==> config.mk <==
export PLATFORM = sky130hd
export DESIGN_NAME = uart_rx
export DESIGN_NICKNAME = d
export VERILOG_FILES = /design/src/rtl/uart_rx.sv
export SDC_FILE = /design/constraint.sdc
export NUM_CORES = 1
export LEC_CHECK = 0
export CELL_PAD_IN_SITES_DETAIL_PLACEMENT = 0
export CELL_PAD_IN_SITES_GLOBAL_PLACEMENT = 1
export CORE_MARGIN = 2
export CORE_UTILIZATION = 44
export DETAILED_ROUTE_END_ITERATION = 16
export GPL_ROUTABILITY_DRIVEN = 1
export PLACE_DENSITY = 0.82
export SLEW_MARGIN = 40
export SYNTH_ARGS = -nofsm -noshare
export SYNTH_HDL_FRONTEND = slang
export SYNTH_SLANG_ARGS = --single-unit
==> constraint.sdc <==
create_clock -name clk -period 5.6 [get_ports clk]
set_input_delay 1.4 -clock clk [delete_from_list [all_inputs] [get_ports clk]]
set_output_delay 1.4 -clock clk [all_outputs]
set_load 0.1 [all_outputs]
==> src/rtl/uart_rx.sv <==
// uart_rx: 8N1 serial receiver. Start bit low, 8 data bits LSB first, stop bit high.
// Optional feature macro: UART_RX_FRAME_ERR_EN. When it is defined, a low stop bit pulses
// frame_err and drops the byte. When it is undefined, the stop bit is ignored and
// frame_err is tied low.
module uart_rx #(
    parameter int unsigned CYCLES_PER_BIT = 104
) (
    input  logic       clk,
    input  logic       rst,
    input  logic       rx,
    output logic [7:0] out,
    output logic       done,
    output logic       frame_err
);

    localparam logic [15:0] HALF_M1 = 16'(CYCLES_PER_BIT / 2 - 1);
    localparam logic [15:0] BIT_M1  = 16'(CYCLES_PER_BIT - 1);

    typedef enum logic [1:0] {StIdle, StStart, StData, StStop} state_e;

    logic       sync1_q;
    logic       rx_s_q;
    state_e     state_q;
    logic [15:0] cycles_q;
    logic [2:0] idx_q;
    logic [7:0] shift_q;
    logic [7:0] out_q;
    logic       done_q;
    logic       fall;

    // Two-flop synchronizer; idles high so reset never looks like a start bit.
    always_ff @(posedge clk or posedge rst) begin
        if (rst) begin
            sync1_q <= 1'b1;
            rx_s_q  <= 1'b1;
        end else begin
            sync1_q <= rx;
            rx_s_q  <= sync1_q;
        end
    end

    // The falling edge is detected one stage early, so START is entered on the
    // same edge where rx_s first reads 0. That edge is the timing reference.
    assign fall = rx_s_q & ~sync1_q;

`ifdef UART_RX_FRAME_ERR_EN
    logic frame_err_q;
    assign frame_err = frame_err_q;
`else
    assign frame_err = 1'b0;
`endif

    // Receive FSM: bit timing, data capture and the registered output strobes.
    always_ff @(posedge clk or posedge rst) begin
        if (rst) begin
            state_q     <= StIdle;
            cycles_q    <= 16'd0;
            idx_q       <= 3'd0;
            shift_q     <= 8'h00;
            out_q       <= 8'h00;
            done_q      <= 1'b0;
`ifdef UART_RX_FRAME_ERR_EN
            frame_err_q <= 1'b0;
`endif
        end else begin
            done_q      <= 1'b0;
`ifdef UART_RX_FRAME_ERR_EN
            frame_err_q <= 1'b0;
`endif
            case (state_q)
                StIdle: begin
                    cycles_q <= 16'd0;
                    if (fall) state_q <= StStart;
                end
                StStart: begin
                    if (cycles_q == HALF_M1) begin
                        cycles_q <= 16'd0;
                        idx_q    <= 3'd0;
                        // A line that is high again at mid-start is a glitch.
                        state_q  <= rx_s_q ? StIdle : StData;
                    end else begin
                        cycles_q <= cycles_q + 16'd1;
                    end
                end
                StData: begin
                    if (cycles_q == BIT_M1) begin
                        cycles_q       <= 16'd0;
                        shift_q[idx_q] <= rx_s_q;
                        if (idx_q == 3'd7) state_q <= StStop;
                        else               idx_q   <= idx_q + 3'd1;
                    end else begin
                        cycles_q <= cycles_q + 16'd1;
                    end
                end
                StStop: begin
                    if (cycles_q == BIT_M1) begin
                        // Leave at mid-stop so an immediately following start bit is caught.
                        cycles_q <= 16'd0;
                        state_q  <= StIdle;
`ifdef UART_RX_FRAME_ERR_EN
                        if (rx_s_q) begin
                            out_q  <= shift_q;
                            done_q <= 1'b1;
                        end else begin
                            frame_err_q <= 1'b1;
                        end
`else
                        out_q  <= shift_q;
                        done_q <= 1'b1;
`endif
                    end else begin
                        cycles_q <= cycles_q + 16'd1;
                    end
                end
                default: state_q <= StIdle;
            endcase
        end
    end

    assign out  = out_q;
    assign done = done_q;

endmodule

==> flow_metrics.py <==
metrics = {
    "outcome": {
        "outcome": "complete, no violations",
    },
    "detailed_routing": {
        "vias": 1292,
        "routedWlPerCell_um": 14.4,
        "dr.pass1.iters": 4,
        "wirelength_mm": 3.45,
        "via_per_inst": 5.38,
        "ant_nets": 0,
        "drtIter0Drc": 39,
        "drc": 0,
    },
    "critical_path": {
        "end_kind": "primary output",
        "critPathLaunchType": "flop",
        "path_delay_family": "buffers and inverters",
        "crit_buf_inv": 1,
        "critPathArrivalTime_ps": 1070,
        "critPathKind": "flop to primary output",
        "path_depth": 1,
        "critPathMaxStageDelay_ps": 430,
        "crit_path_max_fanout": 2,
        "path_cells": "buf_2",
        "cp_slowest_cell": "buf_2",
        "cp.required_ps": 4200,
        "r2r_cells": 5,
    },
    "sta": {
        "finalSetupViolations": 0,
        "fmax_mhz": 405,
        "finalCriticalPeriod_ps": 2470,
        "hold_viol": 0,
        "rsz0062_at_grt": "false",
        "slew_violations": 0,
        "min_period_over_period_pct": 44.1,
        "max_slew_margin_pct": 52.9,
        "worstMarginPinSlew_ps": 707,
        "fin_tns_setup_ps": 0,
        "skew_ps": 3.38,
    },
    "floorplanning": {
        "io_pins": 13,
        "die_h_um": 70.5,
        "core_area_um2": 4320,
        "rows": 24,
        "dieArea_um2": 4980,
        "fp.dieW_um": 70.5,
        "initial_utilization_pct": 45.1,
    },
    "placement": {
        "portBuffers": 11,
        "place.gp.congestion": 0.845,
        "dp_hpwl_mm": 2.43,
    },
    "cells_and_area": {
        "area_growth_pct": 10.9,
        "final_cell_mix": "dfrtp_1, nor2_1, mux2_2, nand2_1, xnor2_1",
        "nets": 193,
        "drive_gt1_share_pct": 21.3,
        "final_common_cell": "dfrtp_1",
        "n_antenna_cell": 0,
        "nFillCells": 413,
    },
    "power": {
        "power_frac_seq_pct": 53.8,
        "p_per_area_nw_per_um2": 298,
        "p_int_mw": 0.472,
        "combPwrFrac_pct": 10.7,
        "total_power_mw": 0.642,
        "vdd_drop_max_mv": 0.262,
        "p_sw_share_pct": 26.5,
        "p_clk_share_pct": 35.5,
        "leakagePower_nw": 1.03,
        "p_switching_mw": 0.170,
    },
    "synthesis": {
        "ys_ff_latch": 40,
        "syn_inst": 175,
        "avgSynthCellArea_um2": 11.1,
        "synth_area_um2": 1950,
        "synth_edf_count": 0,
        "synth_nets": 181,
        "synthTopCellsByArea": "dfrtp_1, mux2_2, xnor2_1, nor2_1, dfstp_2",
        "synth_cell_type_count": 41,
        "yosys.area.top_type_share_pct": 48.8,
        "yosysTopAreaCell": "dfrtp_1",
        "async_reset_ff_share_pct": 100,
        "yosysWarnings": 0,
        "ys_seq_area_share_pct": 51.5,
        "synth_ff_type": "dfrtp_1",
    },
    "global_route": {
        "antenna_found_initial": 0,
        "grt_pass1_vias": 1307,
        "grt_pass1_wl_mm": 6.06,
        "overflow": 0,
        "grt_max_degree": 41,
        "globalRouteTotalUtil_pct": 15.5,
    },
    "cts": {
        "cts_tree": "done",
        "cts_resized": 0,
        "clkSlewWorstSetupHoldPaths_ps": 70,
        "clk_path_buf_depth": 2,
        "htreeDepth": 2,
        "clk_latency_ps": 290,
        "post_cts_buffers": 0,
        "numClockSinks": 40,
        "cts-root-buf": "clkbuf_8",
        "cts_buffers": 5,
        "cts_hold_buf": 0,
    },
    "worst_hold_path": {
        "hold_path_depth": 0,
        "hp-class": "flop to flop",
    },
    "job": {
        "max_cap_violations": 0,
    },
}
-- cell families (layout without fill, tap and decap cells) --
logic type | Yosys count | count (layout) | synth area share [%]
and+or+nand+nor | 74 | 74 | 23.2
DFF | 40 | 40 | 51.5
muxes | 19 | 19 | 10.8
buffers and inverters | 15 | 28 | 3.28
xor gates and xnor gates | 12 | 12 | 5.39
AOI/OAI and AO/OA | 11 | 11 | 3.73
adders and majority gates | 3 | 3 | 1.93
other | 1 | 1 | 0.192
-- final cells by class --
class                   instances  area, um^2  area share [%]
clock inverters                 2        35.0            1.62
repair buffers                 12        72.6            3.36
multi-input cells             120         881            40.8
inverters                       8        30.0            1.39
flip-flops and latches         40        1000            46.5
clock buffers                   6        72.6            3.36
well taps                      52        65.1            3.01
-- power by group through the flow --
stage / Combinational [mW] / Sequential (mW) / Clock [mW]
after detailed placement: 0.0704 / 0.352 / 0
after floorplan: 0.0711 / 0.336 / 0
final: 0.0689 / 0.346 / 0.228
after CTS: 0.0708 / 0.346 / 0.236
after global placement: 0.0681 / 0.350 / 0
after global routing: 0.0824 / 0.350 / 0.250
-- path summary, 6_finish.rpt --
kind	from	endpoint	slack, ps
setup / recovery	out[4]	out[4]	3130
min in group asynchronous	rst	out[3]	1530
hold / removal	sync1_q	rx_s_q	370
setup reg to reg	cycles_q[0]	cycles_q[3]	3480
max in group asynchronous	rst	sync1_q	3700
hold reg to reg	sync1_q	rx_s_q	370
-- stage by stage --
stage,worst slack (ps),hold slack [ps],utilization (%),cell area [um^2],instances
after global placement,2760,358,48.5,2100,232
after detailed placement,3370,360,47.5,2050,232
final,3130,369,49.9,2160,240
after global routing,3080,377,49.9,2160,240
after CTS,3120,371,49.9,2160,240
after floorplan,3290,354,-,1950,175
-- synthesized netlist by cell type, types with 2 or more instances --
cell type  number
xnor2_1        10
nand2_1        10
nor3b_1         3
o21ai_0         4
mux2_2         14
nor4_1          5
mux2i_1         3
xor2_1          2
mux2_1          2
nor2b_1         2
buf_2           2
dfstp_2         2
inv_1           8
and4_1          2
nor3_1          7
dfrtp_1        38
a21oi_1         2
nand4_1         6
or3_1           3
ha_1            3
nor2_1         18
clkbuf_1        3
nand2b_1        2
nor4_4          2
nand3_1         6
-- registers in the layout, summed over array words and instances (netlist names), named ones only --
register,count
cycles_q,16
out,8
shift_q,8
idx_q,3
done,1
rx_s_q,1
state_q,1
sync1_q,1
-- per-layer routing --
layer	share of wire, %	GRT usage, %	up-vias
li1	-	-	633
met1	43	18.1	629
met2	51	27.3	22
met3	3.7	4.42	8
met4	2.0	5.66	0
met5	0	0	-
No activity file was read; power rests on OpenSTA's default activity.
